## config.mk

```make
export PLATFORM = sky130hd
export DESIGN_NAME = turret_pwm_apb
export DESIGN_NICKNAME = d
export VERILOG_FILES = /design/src/rtl/turret_pwm_apb.sv
export SDC_FILE = /design/constraint.sdc
export NUM_CORES = 1
export LEC_CHECK = 0
export ABC_AREA = 1
export BUFFER_PORTS_ARGS = -buffer_cell sky130_fd_sc_hd__buf_4
export CAP_MARGIN = 30
export CORE_UTILIZATION = 59
export CTS_CLUSTER_DIAMETER = 40
export DETAILED_ROUTE_END_ITERATION = 7
export PLACE_DENSITY = 0.81
export RECOVER_POWER = 25
export SYNTH_ARGS = -nofsm -noshare
export SYNTH_HDL_FRONTEND = slang
export SYNTH_SLANG_ARGS = --single-unit
```

## constraint.sdc

```tcl
create_clock -name PCLK -period 2.3 [get_ports PCLK]
set_clock_uncertainty 0.05 [all_clocks]
set_input_delay 0 -clock PCLK [delete_from_list [all_inputs] [get_ports PCLK]]
set_output_delay 0 -clock PCLK [all_outputs]
set_load 0.02 [all_outputs]
```

## src/rtl/turret_pwm_apb.sv

```systemverilog
// turret_pwm_apb: APB3 slave generating NUM_CH servo PWM outputs with clamped
// per-channel targets, frame-synchronous updates and limit-switch fault latching.
// Optional feature macro: TURRET_PWM_SLEW_EN (SLEW register, ramping, SNAP).
module turret_pwm_apb #(
    parameter int NUM_CH = 2,
    parameter int CNT_W  = 21,
    parameter int PERIOD = 2000000,
    parameter int MIN_PW = 100000,
    parameter int MAX_PW = 200000
) (
    input  logic              PCLK,
    input  logic              PRESERN,
    input  logic              PSEL,
    input  logic              PENABLE,
    input  logic              PWRITE,
    input  logic [31:0]       PADDR,
    input  logic [31:0]       PWDATA,
    output logic [31:0]       PRDATA,
    output logic              PREADY,
    output logic              PSLVERR,
    input  logic [NUM_CH-1:0] sw,
    output logic [NUM_CH-1:0] pwm_out
);

    localparam logic [CNT_W-1:0] MIN_C  = CNT_W'(MIN_PW);
    localparam logic [CNT_W-1:0] MAX_C  = CNT_W'(MAX_PW);
    localparam logic [CNT_W-1:0] MID_C  = CNT_W'((MIN_PW + MAX_PW) / 2);
    localparam logic [CNT_W-1:0] LAST_C = CNT_W'(PERIOD - 1);

    // Limit a requested pulse width to the mechanically safe window.
    function automatic logic [CNT_W-1:0] clamp_pw(input logic [31:0] v);
        logic [CNT_W-1:0] r;
        if (v < 32'(MIN_PW)) begin
            r = MIN_C;
        end else if (v > 32'(MAX_PW)) begin
            r = MAX_C;
        end else begin
            r = v[CNT_W-1:0];
        end
        return r;
    endfunction

`ifdef TURRET_PWM_SLEW_EN
    // Move cur toward tgt by at most slew; a zero slew means jump straight there.
    function automatic logic [CNT_W-1:0] step_toward(input logic [CNT_W-1:0] cur,
                                                     input logic [CNT_W-1:0] tgt,
                                                     input logic [CNT_W-1:0] slew);
        logic [CNT_W-1:0] r;
        if (slew == {CNT_W{1'b0}}) begin
            r = tgt;
        end else if (tgt > cur) begin
            if ((tgt - cur) > slew) r = cur + slew;
            else                    r = tgt;
        end else begin
            if ((cur - tgt) > slew) r = cur - slew;
            else                    r = tgt;
        end
        return r;
    endfunction

    logic [CNT_W-1:0] slew_q, slew_d;
    logic             snap_q, snap_d;
`endif

    logic [CNT_W-1:0]             cnt_q, cnt_d;
    logic                         en_q, en_d;
    logic [NUM_CH-1:0][CNT_W-1:0] tgt_q, tgt_d, cur_q, cur_d;
    logic [NUM_CH-1:0]            fault_q, fault_d;
    logic [NUM_CH-1:0]            sw_meta_q, sw_sync_q;
    logic [NUM_CH-1:0]            pwm_q, pwm_d;

    logic        access_s, aligned_s, err_s, good_wr_s, boundary_s;
    logic [5:0]  word_s;
    logic [2:0]  tgt_idx_s, cur_idx_s;
    logic        ctrl_hit_s, stat_hit_s, slew_hit_s, tgt_ok_s, cur_ok_s;
    logic [7:0]  settled_s, fault8_s;
    logic [31:0] rdata_s;
    logic        unused_s;

    // Only the low address byte is decoded.
    assign unused_s = ^PADDR[31:8];

    // Address decode, error detection and read-data mux for the access phase.
    always_comb begin
        access_s   = PSEL & PENABLE;
        word_s     = PADDR[7:2];
        aligned_s  = (PADDR[1:0] == 2'b00);
        tgt_idx_s  = 3'(word_s - 6'd4);
        cur_idx_s  = 3'(word_s - 6'd12);
        ctrl_hit_s = aligned_s && (word_s == 6'd0);
        stat_hit_s = aligned_s && (word_s == 6'd1);
        slew_hit_s = aligned_s && (word_s == 6'd2);
        tgt_ok_s   = aligned_s && (word_s >= 6'd4) && (word_s <= 6'd11) &&
                     (32'(tgt_idx_s) < 32'(NUM_CH));
        cur_ok_s   = aligned_s && (word_s >= 6'd12) && (word_s <= 6'd19) &&
                     (32'(cur_idx_s) < 32'(NUM_CH));

        settled_s = 8'h00;
        fault8_s  = 8'h00;
        for (int i = 0; i < NUM_CH; i++) begin
            settled_s[i] = (cur_q[i] == tgt_q[i]);
            fault8_s[i]  = fault_q[i];
        end

        if (!(ctrl_hit_s || stat_hit_s || slew_hit_s || tgt_ok_s || cur_ok_s)) begin
            err_s = access_s;
        end else if (PWRITE && cur_ok_s) begin
            err_s = access_s;
        end else if (PWRITE && stat_hit_s && (PWDATA[7:0] != 8'h00)) begin
            err_s = access_s;
        end else begin
            err_s = 1'b0;
        end
        good_wr_s = access_s & PWRITE & ~err_s;

        rdata_s = 32'h0000_0000;
        if (access_s && !PWRITE && !err_s) begin
            if (ctrl_hit_s) begin
                rdata_s = {31'h0000_0000, en_q};
            end else if (stat_hit_s) begin
                rdata_s = {16'h0000, fault8_s, settled_s};
            end else if (slew_hit_s) begin
`ifdef TURRET_PWM_SLEW_EN
                rdata_s = 32'(slew_q);
`else
                rdata_s = 32'h0000_0000;
`endif
            end else begin
                for (int i = 0; i < NUM_CH; i++) begin
                    if (tgt_ok_s && (tgt_idx_s == 3'(i))) rdata_s = 32'(tgt_q[i]);
                    else if (cur_ok_s && (cur_idx_s == 3'(i))) rdata_s = 32'(cur_q[i]);
                    else rdata_s = rdata_s;
                end
            end
        end else begin
            rdata_s = 32'h0000_0000;
        end
    end

    // Next-state logic: register writes, frame counter, per-channel update and PWM compare.
    always_comb begin
        boundary_s = (cnt_q == LAST_C);

        if (good_wr_s && ctrl_hit_s) en_d = PWDATA[0];
        else                         en_d = en_q;

        // Enabling restarts the frame so the first pulse is never truncated.
        if (en_d && !en_q)   cnt_d = {CNT_W{1'b0}};
        else if (boundary_s) cnt_d = {CNT_W{1'b0}};
        else                 cnt_d = cnt_q + CNT_W'(1);

`ifdef TURRET_PWM_SLEW_EN
        if (good_wr_s && slew_hit_s) slew_d = PWDATA[CNT_W-1:0];
        else                         slew_d = slew_q;
        // A SNAP written on a boundary cycle stays pending for the following boundary.
        snap_d = (good_wr_s & ctrl_hit_s & PWDATA[1]) | (snap_q & ~boundary_s);
`endif

        for (int i = 0; i < NUM_CH; i++) begin
            if (good_wr_s && tgt_ok_s && (tgt_idx_s == 3'(i))) tgt_d[i] = clamp_pw(PWDATA);
            else                                                 tgt_d[i] = tgt_q[i];

            // Boundary sees the registered target, so a same-cycle write lands one frame later.
            if (boundary_s) begin
`ifdef TURRET_PWM_SLEW_EN
                if (snap_q) cur_d[i] = tgt_q[i];
                else        cur_d[i] = step_toward(cur_q[i], tgt_q[i], slew_q);
`else
                cur_d[i] = tgt_q[i];
`endif
            end else begin
                cur_d[i] = cur_q[i];
            end

            // Switch set beats a simultaneous write-1-to-clear.
            fault_d[i] = sw_sync_q[i] |
                         (fault_q[i] & ~(good_wr_s & stat_hit_s & PWDATA[8 + i]));

            // en_d gating makes a disable take effect one cycle after the write.
            pwm_d[i] = en_q & en_d & ~sw_sync_q[i] & ~fault_q[i] & (cnt_q < cur_q[i]);
        end
    end

    // Two-flop synchroniser for the asynchronous limit switches.
    always_ff @(posedge PCLK or negedge PRESERN) begin
        if (!PRESERN) begin
            sw_meta_q <= {NUM_CH{1'b0}};
            sw_sync_q <= {NUM_CH{1'b0}};
        end else begin
            sw_meta_q <= sw;
            sw_sync_q <= sw_meta_q;
        end
    end

    // Architectural state and registered PWM outputs.
    always_ff @(posedge PCLK or negedge PRESERN) begin
        if (!PRESERN) begin
            cnt_q   <= {CNT_W{1'b0}};
            en_q    <= 1'b0;
            tgt_q   <= {NUM_CH{MID_C}};
            cur_q   <= {NUM_CH{MID_C}};
            fault_q <= {NUM_CH{1'b0}};
            pwm_q   <= {NUM_CH{1'b0}};
`ifdef TURRET_PWM_SLEW_EN
            slew_q  <= {CNT_W{1'b0}};
            snap_q  <= 1'b0;
`endif
        end else begin
            cnt_q   <= cnt_d;
            en_q    <= en_d;
            tgt_q   <= tgt_d;
            cur_q   <= cur_d;
            fault_q <= fault_d;
            pwm_q   <= pwm_d;
`ifdef TURRET_PWM_SLEW_EN
            slew_q  <= slew_d;
            snap_q  <= snap_d;
`endif
        end
    end

    assign PRDATA  = rdata_s;
    assign PSLVERR = err_s;
    assign PREADY  = 1'b1;
    assign pwm_out = pwm_q;

endmodule

```

; Word-level counts from Yosys, hierarchy flattened
; Index checks and enable logic that the tools add are counted.
[totals]
register_bits = 114
input_bits = 71
output_inout_bits = 36
[classes]
reduce_logical = 35
n_bitwise = 24
n_eq_ne = 7
muxes = 16
addsub = 3
magnitude_cmp = 10
[ops]
columns = op, n
row1 = 32-bit two-way mux, 6
row2 = 21-bit two-way mux, 6
row3 = 21-bit equality test, 2
row4 = 21-bit < comparator, 2
row5 = "32-bit by 18-bit > comparator with 1-bit output, second input constant", 1
row6 = "32-bit by 17-bit < comparator with 1-bit output, second input constant", 1
row7 = 1-bit logical AND, 23
row8 = "21-bit by 1-bit adder with 21-bit output, second input constant", 1
row9 = "21-bit equality test, second input constant", 1
row10 = 1-bit bitwise AND, 15
row11 = 8-bit nonzero test, 1
row12 = 1-bit NOT, 7
row13 = "3-bit by 1-bit equality test with 1-bit output, second input constant", 2
row14 = "6-bit by 1-bit equality test with 1-bit output, second input constant", 1
row15 = "6-bit by 2-bit equality test with 1-bit output, second input constant", 1
row16 = "6-bit by 3-bit >= comparator with 1-bit output, second input constant", 1
row17 = "6-bit by 4-bit >= comparator with 1-bit output, second input constant", 1
row18 = "6-bit by 4-bit less-or-equal comparator with 1-bit output, second input constant", 1
row19 = "6-bit by 5-bit less-or-equal comparator with 1-bit output, second input constant", 1
row20 = 3-bit zero test, 2
row21 = 6-bit zero test, 1
row22 = "3-bit by 2-bit < comparator with 1-bit output, second input constant", 2
row23 = "3-bit subtractor, second input constant", 2
row24 = 1-bit logical OR, 4
row25 = other kinds (4), 10

; Longest topological paths before layout
; Gate-level depths: netlist (run 1).
[depth]
word_depth = 15
depth_mapped = 14
ltp_nobuf = 13

; Worst setup path before layout (run 1)
; No wires, ideal clock.
[synth_timing]
path_type = register -> register
from = reg cnt_q[0]
to = reg cur_q[20] (netlist name)
stages_incl_launch_ff = 9
setup_time_ns = 0.132
slack_ns = 0.497
arrival_time_ns = 1.622
n_path_buf = 2
period_less_slack_ns = 1.803
path_cell_list = dfrtp_1 -> ha_1 -> nand3_1 -> nor4_1 -> nand3_1 -> buf_2 -> buf_1 -> nand2_1 -> o21ai_0
[synth_between]
elab_chain_cells = 1
[synth_lines]
columns = item, line_no
row1 = "start, declared", 65  ; logic [CNT_W-1:0] cnt_q, cnt_d;
row2 = "start signal, assigned", 198  ; cnt_q <= {CNT_W{1'b0}};
row3 = "start signal, assigned", 209  ; cnt_q <= cnt_d;
row4 = 21-bit equality test, 142  ; boundary_s = (cnt_q == LAST_C);
row5 = "end signal, assigned", 201  ; cur_q <= {NUM_CH{MID_C}};
row6 = "end signal, assigned", 212  ; cur_q <= cur_d;
row7 = "end, declared", 67  ; logic [NUM_CH-1:0][CNT_W-1:0] tgt_q, tgt_d, cur_q, cur_d;
; Every way passes these cells.
; A chain may end at the register's enable or synchronous reset.

; Worst setup path in the final report (run 1)
[layout_timing]
from = reg cur_q[18] (netlist name)
to = out PRDATA[0]
[layout_between]
elab_chain_cells = 4
[layout_lines]
columns = item, line_no
row1 = 21-bit equality test, 101  ; settled_s[i] = (cur_q[i] == tgt_q[i]);
row2 = 32-bit two-way mux, 120  ; end else if (stat_hit_s) begin
row3 = 32-bit two-way mux, 118  ; if (ctrl_hit_s) begin
row4 = 32-bit two-way mux, 117  ; if (access_s && !PWRITE && !err_s) begin
row5 = "end, declared", 18  ; output logic [31:0] PRDATA,
; Every way passes these cells.

==> summary.md, run 1 <==
| Metric | Value |
|---|---|
| Hold path cells | `6` |
| WS Path Type | `reg2out` |
| Port buffer count | `70` |
| Vias in the first global route | `around 7200` |
| Leak pwr | `about 4.7 nW` |
| Max incr delay on CP | `0.43 ns` |
| Vias | `7734` |
| Initial antenna violation count | `0` |
| CTS Sinks | `~110` |
| Most frequent cells in the layout | `nand2_1, inv_1, nor2_1, dfrtp_1, buf_4` |
| Layout Cells excl Fill | `1407` |
| Max-cap viol count | `0` |
| CTS Root Cell | `clkbuf_16` |
| Crit-path most repeated cell | `nor2_1` |
| Family with the most delay on the worst path | `simple AND/OR/NAND/NOR gates` |
| GP Congestion | `0.895` |
| Tot GR Track Use | `33.4%` |
| CTS H-tree lvls | `4` |
| Rel. slew slack | `34.5%` |
| Post-placement cell count | `1355` |
| #FFs+latches synth | `approximately 110` |
| TritonCTS clock tree | `built` |
| WP depth | `10` |
| Reg2Reg Depth | `8` |
| Layout cells sized above 1 | `a little over an eighth` |
| Max FO, Critical Path | `4` |
| # diodes | `0` |
| Status | `completed` |
| Syn avg cell area | `6.98 µm²` |
| DP HPWL | `16000 µm` |
| Final setup viols | `0` |
| Postcts setup bufs | `0` |
| Unique masters post-synth | `40` |
| Drt via density | `about 5.5` |
| Antenna viol nets, final | `0` |
| Clk_lat worst skew | `0.43 ns` |
| Die height | `118 µm` |
| Post-synthesis sequential area ratio | `36.7%` |
| Slowest cell on crit path | `dfrtp_1` |
| Cell Pwr Density | `583 mW/mm²` |
| Max Fclk | `~460 MHz` |
| Worst-path cell chain | `inv_1, o22ai_1, nor2_1, nand2_1, nor2_1, nand2_1, nor2_1, nor2_1, a21oi_1, buf_4` |
| Worst Tran Pin Value | `0.982 ns` |
| Routed WL | `22000 µm` |
| Layout Nets | `about 1300` |
| RSZ-0062 raised after global routing | `false` |
| Crit path arrival time | `2.15 ns` |
| DR iter-0 viols | `834` |
| Yosys warns | `0` |
| Largest net degree at the start of global routing | `79` |
| Type of origin of the critical path | `flop` |
| CTS buffer count | `17` |
| GRT overflow | `0` |
| Clk buf depth | `2` |
| Final Max Tran Viols | `0` |
| Die Wd | `around 120 µm` |
| Critical Path End Type | `primary output` |
| First-pass GRT wire length | `approximately 36000 µm` |
| Starting Density | `61.5%` |
| # DRC | `0` |
| Syn Inst Count | `1131` |
| DR WL/cell | `between 15 and 20 µm` |
| Fin. Hold Viols | `0` |
| Worst vdd ir | `roughly 470 µV` |
| I/O pins | `107` |
| Fill cells | `1029` |
| Worst endpoint required time | `2.25 ns` |
| Core area | `0.0128 mm²` |
| Post-Syn Area | `0.00789 mm²` |
| Tcrit/Tclk final | `between 90% and 100%` |
| Core Util, Final | `73.0%` |
| Worst Hold Class | `in2reg` |
| FP Rows | `between 40 and 50` |
| CP bufs+invs | `2` |
| Fin crit period | `2.20 ns` |
| Initial DRT Pass Iterations | `7` |
| Area growth syn-to-layout | `18.7%` |
| Clock transition at path regs | `0.06 ns` |
| Setup TNS Final | `0 ns` |
| Commonest non-fill, non-tap cell in the layout | `nand2_1` |
| Die ar. | `~0.014 mm²` |
-- routing by layer --
layer	wire length (µm)	global-route usage, %	vias to the layer above
met5	0	0	-
met4	630	12.9	0
met3	1680	6.49	49
met2	10500	54.3	321
met1	9200	44.0	3617
li1	-	-	3747
-- flip-flops by register name, indices dropped and copies added, names as in the netlist --
name / cells
cur_q: 42
tgt_q: 42
cnt_q: 21
fault_q: 2
pwm_out: 2
sw_meta_q: 2
sw_sync_q: 2
en_q: 1
-- tightest hold or removal path: cells and delay by family --
family / cells / cell delay [ns]
buffers and inverters: 1 / 0.10
AND/OR/NAND/NOR: 5 / 0.39
-- metrics by stage --
stage	instance area (µm²)	setup WS (ns)	power [mW]	hold WS, ns
after global placement	8550	0.312	2.63	-0.0429
after detailed placement	8550	0.254	2.65	-0.0479
after floorplan	7930	0.497	2.45	-0.346
final	9360	0.105	5.46	0.0273
after global routing	9360	0.00250	5.65	0.0459
after CTS	9370	0.137	5.46	0.0212
-- cell families (layout without fill, tap and decap cells) --
group	count (synthesis)	in the layout	synth area share, %
buf+inv	216	310	11.5
xor+xnor	37	37	4.11
flops	114	114	36.7
other cells	2	12	0.0952
fa+ha+maj	41	41	6.50
compound gates	133	133	9.31
simple gates	588	588	31.9
-- final cells by class --
type,count,area [µm²],area share (%)
Tap cell,172,215,2.30
Inverter,175,657,7.01
Clock inverter,13,183,1.95
Multi-Input combinational cell,811,4140,44.2
Sequential cell,114,2890,30.9
Timing Repair Buffer,103,838,8.95
Clock buffer,19,443,4.73
-- report_power, final --
group          switching, mW  internal (mW)
clock                  0.974           1.84
sequential            0.0584           2.04
combinational          0.315          0.230
total                   1.35           4.11
-- path summary, 6_finish.rpt --
kind                                end  slack, ns          from
min in group asynchronous      cnt_q[2]       0.22       PRESERN
setup / recovery              PRDATA[0]       0.10     cur_q[18]
setup reg to reg              cur_q[26]       0.21      cnt_q[0]
hold reg to reg            sw_sync_q[1]       0.31  sw_meta_q[1]
max in group asynchronous     tgt_q[32]       1.02       PRESERN
hold / removal                tgt_q[26]       0.03      PADDR[6]
-- synthesized netlist by cell type --
cell / count / area [µm²]
xnor2_1: 16 / 140
nand2_2: 6 / 37.5
o21ai_0: 70 / 350
nand2_1: 341 / 1280
buf_4: 16 / 120
a2111oi_0: 1 / 8.76
clkbuf_1: 6 / 22.5
inv_1: 172 / 646
o2111ai_1: 3 / 26.3
o31a_1: 1 / 8.76
nor3b_1: 1 / 7.51
nor2_4: 3 / 33.8
xor2_1: 21 / 184
nor3_4: 2 / 32.5
inv_2: 3 / 11.3
conb_1: 2 / 7.51
nand3_4: 1 / 17.5
nand4_1: 27 / 169
o22ai_1: 27 / 169
ha_1: 41 / 513
a21oi_1: 24 / 120
nor2_1: 119 / 447
a41oi_1: 1 / 8.76
dfstp_2: 32 / 841
nand3b_1: 3 / 22.5
nand2_4: 3 / 33.8
nor3_1: 20 / 100
dfrtp_1: 82 / 2050
nor3b_2: 1 / 12.5
o21ai_1: 1 / 5.00
nor2_2: 1 / 6.26
buf_6: 2 / 22.5
or2_2: 2 / 12.5
buf_2: 14 / 70.1
nor4_1: 5 / 31.3
nand3_2: 1 / 10.0
a211oi_1: 2 / 15.0
o21bai_1: 3 / 22.5
buf_1: 3 / 11.3
nand3_1: 52 / 260
-- timing repair --
action,CTS,global route
hold buffers,20,0
endpoints found under the setup margin,0,0
endpoints found under the hold margin,69,0
gates resized for setup,0,0
Power figures use the tool's default switching activity.
==> inputs of run 2 (changes only) <==
GPL_ROUTABILITY_DRIVEN = 0   (was unset)
clock period = 2.2 ns   (was 2.3 ns; I/O delays follow)
==> summary.md, run 2 (synthesis gave the netlist of run 1 again) <==
| Metric | Value |
|---|---|
| Status | `complete, but fails checks` |
| Failing checks | `capacitance limit, slew limit` |
| Layout cells sized above 1 | `14.7% (+1.1 points)` |
| Antenna viol nets, final | `0 (unchanged)` |
| Drt via density | `5.58 (+1.5%)` |
| Max-cap viol count | `1 (+1)` |
| Overall Power | `5.70 mW (+4.4%)` |
| TritonCTS clock tree | `built` |
| Slowest cell on crit path | `dfrtp_1` |
| Commonest non-fill, non-tap cell in the layout | `nand2_1` |
| Worst Hold Class | `in2reg` |
| Initial DRT Pass Iterations | `6 (-1)` |
| GRT overflow | `0 (unchanged)` |
| Worst vdd ir | `483 µV (+2.7%)` |
| DR iter-0 viols | `1057 (+27%)` |
| Starting Density | `61.5% (unchanged)` |
| Clock transition at path regs | `0.06 ns (about the same)` |
| Die Wd | `118 µm (unchanged)` |
| Worst Tran Pin Value | `1.56 ns (+0.582 ns)` |
| # diodes | `0 (unchanged)` |
| CTS H-tree lvls | `4 (unchanged)` |
| Leak pwr | `4.69 nW (+0.29%)` |
| Largest regs | `cur_q (42), tgt_q (42), cnt_q (21)` |
| Initial antenna violation count | `0 (unchanged)` |
| Die height | `118 µm (unchanged)` |
| Max incr delay on CP | `0.44 ns (about the same)` |
| CTS buffer count | `17 (unchanged)` |
| Crit path arrival time | `2.11 ns (-0.04 ns)` |
| # DRC | `0 (unchanged)` |
| Rel. slew slack | `-4.25% (-39 points)` |
| Tcrit/Tclk final | `98.4%` |
| Clk buf depth | `2 (unchanged)` |
| I/O pins | `107 (unchanged)` |
| Worst-path cell chain | `inv_1, o22ai_1, nor2_1, nand2_1, nor2_2, nand3_1, nand2_1, nand2_1, a21oi_2, buf_4` |
| Clk_lat worst skew | `0.43 ns (about the same)` |
| FP Rows | `41 (unchanged)` |
| Most frequent cells in the layout | `nand2_1, inv_1, nor2_1, dfrtp_1, buf_4` |
| Max FO, Critical Path | `4 (unchanged)` |
| Setup TNS Final | `0 ns (unchanged)` |
| Area growth syn-to-layout | `19.7%` |
| WS Path Type | `reg2out` |
| Die ar. | `0.0138 mm² (unchanged)` |
| Fin crit period | `2.16 ns` |
| Core area | `0.0128 mm² (unchanged)` |
| Port buffer count | `70 (unchanged)` |
| Family with the most delay on the worst path | `simple AND/OR/NAND/NOR gates` |
| RSZ-0062 raised after global routing | `false` |
| First-pass GRT wire length | `36100 µm (-0.36%)` |
| Postcts setup bufs | `0 (unchanged)` |
| Max Fclk | `462 MHz` |
| CTS Root Cell | `clkbuf_16` |
| Crit-path most repeated cell | `nand2_1` |
| Cell Pwr Density | `604 mW/mm² (+3.6%)` |
| Vias in the first global route | `7368 (+1.7%)` |
| Tot GR Track Use | `33.5% (+0.084 points)` |
| Largest net degree at the start of global routing | `77 (-2.5%)` |
| Final Max Tran Viols | `71 (+71)` |
| Routed WL | `22300 µm (+1.3%)` |
| Core Util, Final | `73.6% (+0.60 points)` |
| Worst endpoint required time | `2.15 ns (-0.10 ns)` |
| Critical Path End Type | `primary output` |
| Slack of the worst reg-to-reg path | `0.20 ns (about the same)` |
| CP bufs+invs | `2 (unchanged)` |
| DP HPWL | `16100 µm (+0.28%)` |
| DR WL/cell | `15.8 µm (+0.98%)` |
| CTS Sinks | `114 (unchanged)` |
| Fin. Hold Viols | `0 (unchanged)` |
| Type of origin of the critical path | `flop` |
| Vias | `7869 (+1.7%)` |
| Final setup viols | `0 (unchanged)` |
| Layout Nets | `1338 (+0.30%)` |
run 2: cell types whose count changed in the layout (fill, tap and decap cells not counted), moves of 3 or more:
cell	delta
buf_4	+3
clkbuf_1	-3
clkinv_2	-4
inv_6	+3
nor2_1	-4
nor2_2	+4
run 2: worst paths after layout:
kind                         startpoint            to  cells after the start
min in group asynchronous       PRESERN     cnt_q[17]                      3
max reg2reg                    cnt_q[8]     cur_q[28]                      8
min reg2reg                sw_meta_q[0]  sw_sync_q[0]                      0
min                           PWDATA[6]     tgt_q[27]                      7
max                           cur_q[22]     PRDATA[1]                     10
max in group asynchronous       PRESERN     tgt_q[22]                      3
run 2: final cells by class:
class | instances | area [µm²]
Multi-Input combinational cell | 811 | 4160
Fill cell | 1006 | 3380
Sequential cell | 114 | 2900
Timing Repair Buffer | 107 | 893
Inverter | 175 | 657
Clock buffer | 17 | 425
Tap cell | 172 | 215
Clock inverter | 15 | 198
run 2: worst register-to-register path: cells and delay by family, from the launching register on:
family	cells	cell delay [ns]
AOI/OAI and AO/OA	1	0.08
buffers and inverters	3	0.61
DFF	1	0.47
and+or+nand+nor	4	0.70
run 2: what timing repair did:
item	4_1_cts	5_1_grt
resized for setup	0	9
hold buffers	22	0
endpoints found under the setup margin	0	2
hold endpoints to repair	135	0
run 2: metal layers:
layer,global-route usage (%),routed length (µm)
met5,0,0
met4,16.2,889
met3,6.10,1970
met2,54.3,10400
met1,43.1,9020
run 2: power by group:
group	switching, mW	leakage (nW)	internal, mW	total, mW
logic	0.331	2.98	0.241	0.573
clock network	1.12	0.299	1.82	2.94
registers	0.0598	1.41	2.13	2.19
total	1.51	4.69	4.19	5.70
run 2: metrics by stage:
step           cells  hold slack [ns]  worst slack (ns)  area (µm²)
5_1_grt         1411           0.0431           0.00844        9440
6_report        1411           0.0102            0.0351        9440
3_3_place_gp    1357           -0.200             0.258        8590
3_5_place_dp    1357           -0.202             0.214        8590
2_1_floorplan   1141           -0.346             0.397        7930
4_1_cts         1411          0.00188            0.0255        9430
